### config.mk
export PLATFORM = sky130hd
export DESIGN_NAME = aes_job_sched
export DESIGN_NICKNAME = d
export VERILOG_FILES = /design/src/rtl/aes_sched_pkg.sv /design/src/rtl/aes_job_fifo.sv /design/src/rtl/aes_job_sched.sv
export SDC_FILE = /design/constraint.sdc
export NUM_CORES = 1
export LEC_CHECK = 0
export CORE_AREA = 2 2 80 82
export CTS_CLUSTER_DIAMETER = 150
export DETAILED_ROUTE_END_ITERATION = 16
export DIE_AREA = 0 0 82 84
export DONT_BUFFER_PORTS = 1
export PLACE_DENSITY_LB_ADDON = 0.12
export SLEW_MARGIN = 20
export SYNTH_ARGS = -nofsm -noshare
export SYNTH_HDL_FRONTEND = slang
export SYNTH_SLANG_ARGS = --single-unit
export TNS_END_PERCENT = 20
### constraint.sdc
create_clock -name ap_clk -period 3.2 [get_ports ap_clk]
set_input_delay 0.64 -clock ap_clk [delete_from_list [all_inputs] [get_ports ap_clk]]
set_output_delay 0.64 -clock ap_clk [all_outputs]
set_load 0.01 [all_outputs]
### src/rtl/aes_sched_pkg.sv
// Shared types for the AES job scheduler: FSM states, flush length and the queued job entry.
package aes_sched_pkg;

  typedef enum logic [2:0] {
    StIdle,
    StLaunch,
    StRun,
    StFlush,
    StReport
  } sched_state_e;

  localparam int unsigned FlushCycles = 2;

  // Field widths of a queued job; the scheduler's AW / TAG_W must equal these.
  localparam int unsigned JobOffsetW = 4;
  localparam int unsigned JobTagW    = 4;

  typedef struct packed {
    logic [JobOffsetW-1:0] offset;
    logic [JobTagW-1:0]    tag;
  } job_t;

endpackage

### src/rtl/aes_job_fifo.sv
// Show-ahead synchronous FIFO with an occupancy counter; Depth must be a power of two.
module aes_job_fifo #(
  parameter int unsigned Width = 8,
  parameter int unsigned Depth = 4
) (
  input  logic             clk_i,
  input  logic             rst_ni,
  input  logic             push_i,
  input  logic [Width-1:0] wdata_i,
  input  logic             pop_i,
  output logic [Width-1:0] rdata_o,
  output logic             full_o,
  output logic             empty_o
);

  localparam int unsigned PtrW = $clog2(Depth);

  logic [Width-1:0] mem_q [Depth];
  logic [PtrW-1:0]  wr_ptr_q, rd_ptr_q;
  logic [PtrW:0]    count_q;
  logic             do_push, do_pop;

  assign full_o  = (count_q == (PtrW+1)'(Depth));
  assign empty_o = (count_q == '0);
  assign do_push = push_i && !full_o;
  assign do_pop  = pop_i && !empty_o;
  assign rdata_o = mem_q[rd_ptr_q];

  always_ff @(posedge clk_i) begin
    if (!rst_ni) begin
      wr_ptr_q <= '0;
      rd_ptr_q <= '0;
      count_q  <= '0;
    end else begin
      if (do_push) wr_ptr_q <= wr_ptr_q + 1'b1;
      if (do_pop)  rd_ptr_q <= rd_ptr_q + 1'b1;
      if (do_push && !do_pop) begin
        count_q <= count_q + 1'b1;
      end else if (!do_push && do_pop) begin
        count_q <= count_q - 1'b1;
      end
    end
  end

  // Storage needs no reset; the pointers define what is valid.
  always_ff @(posedge clk_i) begin
    if (do_push) mem_q[wr_ptr_q] <= wdata_i;
  end

endmodule

### src/rtl/aes_job_sched.sv
// Launches one ap_ctrl_hs AES accelerator per queued job, recovers hangs with a watchdog
// and shares the single data memory port between host and accelerator.
module aes_job_sched
  import aes_sched_pkg::*;
#(
  parameter int unsigned AW      = JobOffsetW,
  parameter int unsigned DW      = 8,
  parameter int unsigned TAG_W   = JobTagW,
  parameter int unsigned QDEPTH  = 4,
  parameter int unsigned TIMEOUT = 1024
) (
  input  logic             ap_clk,
  input  logic             ap_rst_n,
  input  logic             req_vld,
  output logic             req_rdy,
  input  logic [AW-1:0]    req_offset,
  input  logic [TAG_W-1:0] req_tag,
  output logic             cmp_vld,
  input  logic             cmp_rdy,
  output logic [TAG_W-1:0] cmp_tag,
  output logic             cmp_timeout,
  output logic             acc_ap_start,
  input  logic             acc_ap_ready,
  input  logic             acc_ap_done,
  input  logic             acc_ap_idle,
  output logic             acc_rst,
  output logic [AW-1:0]    acc_data_offset,
  input  logic [AW-1:0]    acc_addr,
  input  logic             acc_ce,
  input  logic             acc_we,
  input  logic [DW-1:0]    acc_d,
  output logic [DW-1:0]    acc_q,
  input  logic [AW-1:0]    host_addr,
  input  logic             host_ce,
  input  logic             host_we,
  input  logic [DW-1:0]    host_d,
  output logic [DW-1:0]    host_q,
  output logic             host_gnt,
  output logic [AW-1:0]    mem_addr,
  output logic             mem_ce,
  output logic             mem_we,
  output logic [DW-1:0]    mem_d,
  input  logic [DW-1:0]    mem_q
);

  localparam int unsigned    WdW     = $clog2(TIMEOUT);
  localparam logic [WdW-1:0] WdLimit = WdW'(TIMEOUT - 1);

  sched_state_e   state_q, state_d;
  job_t           job_q, job_d;
  logic           timeout_q, timeout_d;
  logic [WdW-1:0] wdog_q, wdog_d, wdog_inc;
  logic [1:0]     flush_cnt_q, flush_cnt_d;

  job_t fifo_wdata, fifo_rdata;
  logic fifo_pop, fifo_full, fifo_empty;

  assign fifo_wdata = job_t'{offset: req_offset, tag: req_tag};

  aes_job_fifo #(
    .Width($bits(job_t)),
    .Depth(QDEPTH)
  ) u_fifo (
    .clk_i  (ap_clk),
    .rst_ni (ap_rst_n),
    .push_i (req_vld),
    .wdata_i(fifo_wdata),
    .pop_i  (fifo_pop),
    .rdata_o(fifo_rdata),
    .full_o (fifo_full),
    .empty_o(fifo_empty)
  );

  // Saturating increment: a long LAUNCH stall must not wrap the watchdog back to zero.
  assign wdog_inc = (wdog_q == WdLimit) ? wdog_q : wdog_q + 1'b1;

  always_comb begin
    state_d     = state_q;
    job_d       = job_q;
    timeout_d   = timeout_q;
    wdog_d      = wdog_q;
    flush_cnt_d = flush_cnt_q;
    fifo_pop    = 1'b0;
    unique case (state_q)
      StIdle: begin
        if (!fifo_empty && acc_ap_idle) begin
          fifo_pop = 1'b1;
          job_d    = fifo_rdata;
          wdog_d   = '0;
          state_d  = StLaunch;
        end
      end
      StLaunch: begin
        wdog_d = wdog_inc;
        if (acc_ap_ready) begin
          if (acc_ap_done) begin
            timeout_d = 1'b0;
            state_d   = StReport;
          end else begin
            state_d = StRun;
          end
        end
      end
      StRun: begin
        wdog_d = wdog_inc;
        if (acc_ap_done) begin
          timeout_d = 1'b0;
          state_d   = StReport;
        end else if (wdog_q == WdLimit) begin
          flush_cnt_d = '0;
          state_d     = StFlush;
        end
      end
      StFlush: begin
        if (flush_cnt_q == 2'(FlushCycles - 1)) begin
          timeout_d = 1'b1;
          state_d   = StReport;
        end else begin
          flush_cnt_d = flush_cnt_q + 1'b1;
        end
      end
      StReport: begin
        if (cmp_rdy) state_d = StIdle;
      end
      default: state_d = StIdle;
    endcase
  end

  always_ff @(posedge ap_clk) begin
    if (!ap_rst_n) begin
      state_q     <= StIdle;
      job_q       <= '0;
      timeout_q   <= 1'b0;
      wdog_q      <= '0;
      flush_cnt_q <= '0;
    end else begin
      state_q     <= state_d;
      job_q       <= job_d;
      timeout_q   <= timeout_d;
      wdog_q      <= wdog_d;
      flush_cnt_q <= flush_cnt_d;
    end
  end

  assign req_rdy         = !fifo_full;
  assign cmp_vld         = (state_q == StReport);
  assign cmp_tag         = job_q.tag;
  assign cmp_timeout     = timeout_q;
  assign acc_ap_start    = (state_q == StLaunch);
  assign acc_data_offset = job_q.offset;
  assign acc_rst         = !ap_rst_n || (state_q == StFlush);

  // Read data fans out unmuxed; each side only consumes reads it issued itself.
  assign host_q = mem_q;
  assign acc_q  = mem_q;

  always_comb begin
    host_gnt = 1'b0;
    mem_addr = acc_addr;
    mem_ce   = 1'b0;
    mem_we   = 1'b0;
    mem_d    = acc_d;
    unique case (state_q)
      StLaunch, StRun: begin
        mem_ce = acc_ce;
        mem_we = acc_we;
      end
      StIdle, StReport: begin
        host_gnt = 1'b1;
        mem_addr = host_addr;
        mem_ce   = host_ce;
        mem_we   = host_we;
        mem_d    = host_d;
      end
      default: ;
    endcase
  end

endmodule
==> impl_metrics.tcl, run 1 <==
set metrics [dict create \
    status "complete, no violations" \
    fin_util 0.541 \
    hp-start "req_offset[0]" \
    r2r-end "u_fifo.count_q[2]" \
    crit_path_end_kind "flop" \
    syn_area_per_cell_sq_um 11.9 \
    path_class "reg2reg" \
    worstHoldPathType "in2reg" \
    syn2layout_area_growth_pct 5.53 \
    clk_path_buf_depth 2 \
    rr_startpoint "state_q[1]" \
    worst_pin_slew_ns 0.752 \
    fmax_ghz 0.406 \
    cap_viol_max_count 0 \
    switchingPower_mw 0.897 \
    cp.required_ns 3.46 \
    power_mw 2.68 \
    worst_path_max_delay_cell "dfxtp_1" \
    wl_per_cell_microns 16.9 \
    max_stage_delay_ns 0.64 \
    vias 1933 \
    layout_min_cycle_time_ns 2.46 \
    synth_nets 322 \
    postCtsResizedCells 0 \
    p_int_mw 1.78 \
    die_height_microns 84 \
    pwr-share-comb 0.288 \
    reg2reg_slack_ns 0.74 \
    num_io_pins 95 \
    grt-ovfl-total 0 \
    drive_above_1_share 0.180 \
    crit_fanout 13 \
    cp-start-kind "flop" \
    cts_tree "built" \
    timing.final.crit_share 0.769 \
    cts-root-buf "clkbuf_8" \
    cp_data_arrival_time_ns 2.72 \
    place_area_sq_mm 0.00307 \
    fin_cells 333 \
    rsz0062_at_grt "no" \
    fin_area_sq_mm 0.00330 \
    drt-pass1-iter-count 4 \
    clock_sinks 63 \
    reg2reg_depth 10 \
    netlist_area_sq_mm 0.00312 \
    layout.nets 310 \
    worstPathCellList "nor3_4 -> and2_1 -> buf_4 -> clkinv_1 -> ha_1 -> inv_1 -> fa_1 -> xor2_1 -> or3_1 -> a21oi_1" \
    grt_max_degree 22 \
    synth_seq_cells 63 \
    wirelength_microns 5640 \
    postSynthCellCount 263 \
    tns_ns 0 \
    place.gp.congestion 0.790 \
    p_clk_frac 0.290 \
    ys.warnings.count 0 \
    grt_usage 0.175 \
    leakagePower_nw 1.10 \
    hold_violations 0 \
    hold_depth 0 \
    cts-buffers-inserted 9 \
    ant_nets 0 \
    ctsHoldBuffers 0 \
    dp_hpwl_microns 3910 \
    slew_headroom 0.498 \
    synth.distinct_cells 50 \
    antenna_found_initial 0 \
    place_inst 317 \
    dieArea_sq_mm 0.00689 \
    ys.flop_type "edfxtp_1" \
    grt_pass1_wl_microns 8890 \
    synth_edf_count 32 \
    clkSlewWorstSetupHoldPaths_ns 0.08 \
    setup_violations 0 \
    detail_route.vias_per_cell 5.80 \
    diodes 0 \
    die_w_microns 82 \
    power.density_mw_per_mm2 814 \
    first_global_vias 1862 \
    core_region_area_sq_mm 0.00610 \
    drc_errors 0 \
    io_buffers 0 \
    skew_ns 0.00808 \
    peakVddDrop_mv 0.413 \
    seqPwrFrac 0.422 \
    async_flop_share 0 \
    min_to "u_fifo.mem_q[0][4]" \
    sw_frac_of_total 0.335 \
    drt-initial-drc-count 56 \
    clock_latency_ns 0.33 \
    cts_setup_buffers 0 \
    rows 29 \
    initial_core_util 0.512 \
    h-tree-depth 3 \
    maxSlewViolCount 0 \
    yosysSeqAreaShare 0.506 \
]
==> per-layer routing <==
layer / wire, microns / vias up / global-route usage
met1: 2200 / 922 / 0.177
met3: 366 / 11 / 0.0660
li1: - / 942 / -
met5: 0 / - / 0
met2: 2990 / 58 / 0.308
met4: 82 / 0 / 0.0818
==> area by class of cell <==
class,count,area [sq um]
Timing Repair Buffer,3,22.5
Clock inverter,7,103
Inverter,7,26.3
Sequential cell,63,1580
Multi-Input combinational cell,167,1340
Clock buffer,9,124
Tap cell,77,96.3
Fill cell,513,2800
==> metrics by stage <==
step           setup WS, ns  hold WS (ns)
6_report              0.738         0.396
5_1_grt               0.565         0.371
4_1_cts               0.727         0.379
3_5_place_dp          0.672         0.480
3_3_place_gp          0.766         0.471
2_1_floorplan         0.755         0.451
==> flip-flops by register name, summed over array words and instances (netlist names) <==
name and cells:
flush_cnt_q 2, u_fifo.rd_ptr_q 2, u_fifo.mem_q 32, state_q 3, cmp_tag 4, cmp_timeout 1, u_fifo.count_q 3, wdog_q 10
u_fifo.wr_ptr_q 2, acc_data_offset 4
==> cells in the final DEF (no fill, tap or decap), types with 7 or more instances in the layout <==
master / n
edfxtp_1: 32
dfxtp_1: 31
nand2_1: 26
a21oi_1: 15
mux2_2: 12
nor2_1: 9
clkbuf_8: 9
and2_1: 8
mux4_2: 8
a21boi_1: 7
mux2i_1: 7
ha_1: 7
==> how the worst max path moves through the flow <==
stage	depth (start not counted)	slack (ns)	start	endpoint
finish	10	0.74	state_q[1]	u_fifo.count_q[2]
global route	8	0.56	u_fifo.count_q[0]	u_fifo.count_q[2]
CTS	10	0.73	state_q[1]	u_fifo.count_q[2]
detailed placement	7	0.67	req_vld	u_fifo.count_q[2]
global placement	10	0.77	acc_ap_idle	u_fifo.count_q[2]
floorplan	10	0.76	acc_ap_idle	u_fifo.count_q[2]
==> cell usage after synthesis (2+ instances only) <==
cell type	number	area (sq um)
mux2i_1	7	70.1
xnor2_1	2	17.5
and3_1	2	12.5
and2_1	8	50.1
xor2_1	3	26.3
o31a_1	2	17.5
nand2_1	26	97.6
or3_1	3	18.8
a21oi_1	15	75.1
o21ai_0	5	25.0
mux4_2	8	180
or4_1	6	45.0
inv_1	6	22.5
nand3_1	6	30.0
edfxtp_1	32	961
nand4_1	3	18.8
ha_1	7	87.6
o21a_1	2	15.0
a21boi_1	7	52.6
nor2b_1	2	12.5
a22o_1	2	17.5
buf_4	16	120
o211ai_1	2	15.0
dfxtp_1	31	621
buf_2	6	30.0
nor2_1	9	33.8
and4_1	3	26.3
mux2_2	12	135
clkbuf_1	2	7.51
o31ai_1	6	45.0
nand2b_1	2	12.5
nand3b_1	2	15.0
==> critical path, delay by kind of cell (launching register included) <==
family / cells / cell delay, ns
AOI/OAI and AO/OA: 1 / 0.15
xor gates and xnor gates: 1 / 0.16
adders and majority gates: 2 / 0.55
buffers and inverters: 3 / 0.31
DFF: 1 / 0.64
and+or+nand+nor: 3 / 0.58
==> power groups by stage <==
stage | registers (mW) | clock network [mW] | logic [mW]
2_1_floorplan | 1.07 | 0 | 0.726
3_3_place_gp | 1.15 | 0 | 0.763
3_5_place_dp | 1.16 | 0 | 0.781
4_1_cts | 1.14 | 0.795 | 0.786
5_1_grt | 1.16 | 0.826 | 0.860
6_report | 1.13 | 0.778 | 0.771
==> kinds of logic after synthesis <==
logic type / share of synthesized area
AO/OA/AOI/OAI: 0.107
XOR/XNOR: 0.0192
adder cells (fa/ha/maj): 0.0345
buffers and inverters: 0.0637
flip-flops: 0.506
multiplexers: 0.123
AND/OR/NAND/NOR: 0.146
(Power assumes the default switching activity.)
==> run 2: changes to the inputs <==
==> constraint.sdc (replaced) <==
create_clock -name ap_clk -period 2 [get_ports ap_clk]
set_input_delay 0.4 -clock ap_clk [delete_from_list [all_inputs] [get_ports ap_clk]]
set_output_delay 0.4 -clock ap_clk [all_outputs]
set_load 0.01 [all_outputs]
==> run 2 against run 1 <==
The flow now finishes with violations (setup timing). Combinational power rose by 120%. Sequential power rose by 50%. Total power rose by 67%. Worst setup slack got worse by 0.75 ns. Critical endpoint unchanged. Largest cell class unchanged.
==> impl_metrics.tcl, run 2 (same netlist as run 1, synthesis figures left out) <==
set metrics [dict create \
    status "finished, violations left" \
    violations "setup timing" \
    timing.final.crit_share 1.00 \
    place.gp.congestion 0.790 \
    dp_hpwl_microns 3930 \
    vias 1962 \
    cts-root-buf "clkbuf_8" \
    worstHoldPathType "in2reg" \
    r2r-end "u_fifo.count_q[2]" \
    top_register "u_fifo.mem_q" \
    die_w_microns 82 \
    dp_slack_ns -0.0622 \
    cts_setup_buffers 0 \
    cap_viol_max_count 0 \
    final_common_cell "edfxtp_1" \
    io_buffers 0 \
    fin_area_sq_mm 0.00347 \
    hp-start "req_tag[3]" \
    rr_startpoint "u_fifo.count_q[2]" \
    top_regs "u_fifo.mem_q x32, wdog_q x10" \
    seq_area_sq_mm 0.00158 \
    fill_cells 507 \
    fin_ws_ns -0.00966 \
    h-tree-depth 3 \
    clkSlewWorstSetupHoldPaths_ns 0.07 \
    setup_violations 1 \
    fmax_ghz 0.498 \
    diodes 0 \
    wl_per_cell_microns 15.9 \
    power.density_mw_per_mm2 1290 \
    cts_tree "built" \
    multiInputGateArea_sq_mm 0.00140 \
    drc_errors 0 \
    core_region_area_sq_mm 0.00610 \
    place_inst 332 \
    clk_path_buf_depth 2 \
    power_mw 4.48 \
    grt_usage 0.174 \
    reg2reg_depth 9 \
    peakVddDrop_mv 0.655 \
    cp-start-kind "flop" \
    drt-initial-drc-count 86 \
    clock_sinks 63 \
    largest_register_ff_count 32 \
    detail_route.vias_per_cell 5.61 \
    layout_min_cycle_time_ns 2.01 \
    reg2reg_slack_ns -0.01 \
    ant_nets 0 \
    hold_depth 0 \
    grt-ovfl-total 0 \
    initial_core_util 0.512 \
    drt-pass1-iter-count 4 \
    crit_path_end_kind "flop" \
    clock_latency_ns 0.34 \
    rsz0062_at_grt "yes" \
    grt_max_degree 18 \
    maxSlewViolCount 0 \
    cp.required_ns 2.28 \
    leakagePower_nw 1.19 \
    dieArea_sq_mm 0.00689 \
    syn2layout_area_growth_pct 11.1 \
    cp_data_arrival_time_ns 2.29 \
    fin_util 0.569 \
    slew_headroom 0.663 \
    grt_pass1_wl_microns 8980 \
    die_height_microns 84 \
    holdWs_ns 0.150 \
    drive_above_1_share 0.271 \
    min_to "u_fifo.mem_q[1][3]" \
    wirelength_microns 5550 \
    path_class "reg2reg" \
    skew_ns 0.00656 \
    fin_cells 350 \
    num_io_pins 95 \
    rows 29 \
    antenna_found_initial 0 \
    cts-buffers-inserted 9 \
    first_global_vias 1933 \
    layout.nets 327 \
    tns_ns -0.00966 \
    place_area_sq_mm 0.00321 \
    hold_violations 0 \
    crit_fanout 2 \
    worst_pin_slew_ns 0.500 \
    final_cell_mix "32 x edfxtp_1, 29 x dfxtp_1, 26 x nand2_1, 18 x buf_4, 14 x a21oi_1" \
]
==> run 2: worst max path at each step <==
stage	from	end	cells after the start
2_1_floorplan	u_fifo.count_q[2]	u_fifo.count_q[2]	10
3_3_place_gp	u_fifo.count_q[2]	u_fifo.count_q[2]	9
3_5_place_dp	u_fifo.count_q[2]	u_fifo.count_q[2]	9
4_1_cts	u_fifo.count_q[0]	u_fifo.count_q[2]	9
5_1_grt	u_fifo.count_q[2]	u_fifo.count_q[2]	9
6_report	u_fifo.count_q[2]	u_fifo.count_q[2]	9
==> run 2: timing repair <==
item | CTS | global route
gates cloned | 0 | 2
hold buffers | 0 | 0
gates resized for setup | 6 | 7
setup endpoints to repair | 3 | 15
pin swaps | 1 | 1
endpoints found under the hold margin | 0 | 0
==> run 2: worst max-delay path: stages, from the launching register on <==
cell      delay, ns
dfxtp_2        0.32
o31a_1         0.31
and2_4         0.19
clkinv_8       0.05
ha_4           0.12
inv_1          0.04
fa_2           0.32
xor2_1         0.16
or3_1          0.32
a21oi_2        0.11
==> run 2: cell type report <==
cell class / instances / share of cell area
clock buffers: 9 / 0.0357
clock inverters: 7 / 0.0231
inverters: 7 / 0.0112
multi-input cells: 167 / 0.402
flip-flops and latches: 63 / 0.456
well taps: 77 / 0.0278
repair buffers: 20 / 0.0436
==> run 2: power breakdown <==
group	switching (mW)	total (mW)	internal, mW
combinational	0.857	1.66	0.803
sequential	0.136	1.70	1.57
clock	0.526	1.11	0.587
total	1.52	4.48	2.96
==> run 2: layer usage <==
layer,track usage,vias up,part of all wire
li1,-,973,-
met1,0.228,919,0.44
met2,0.264,60,0.48
met3,0.0455,10,0.055
met4,0.0894,0,0.020
met5,0,-,0
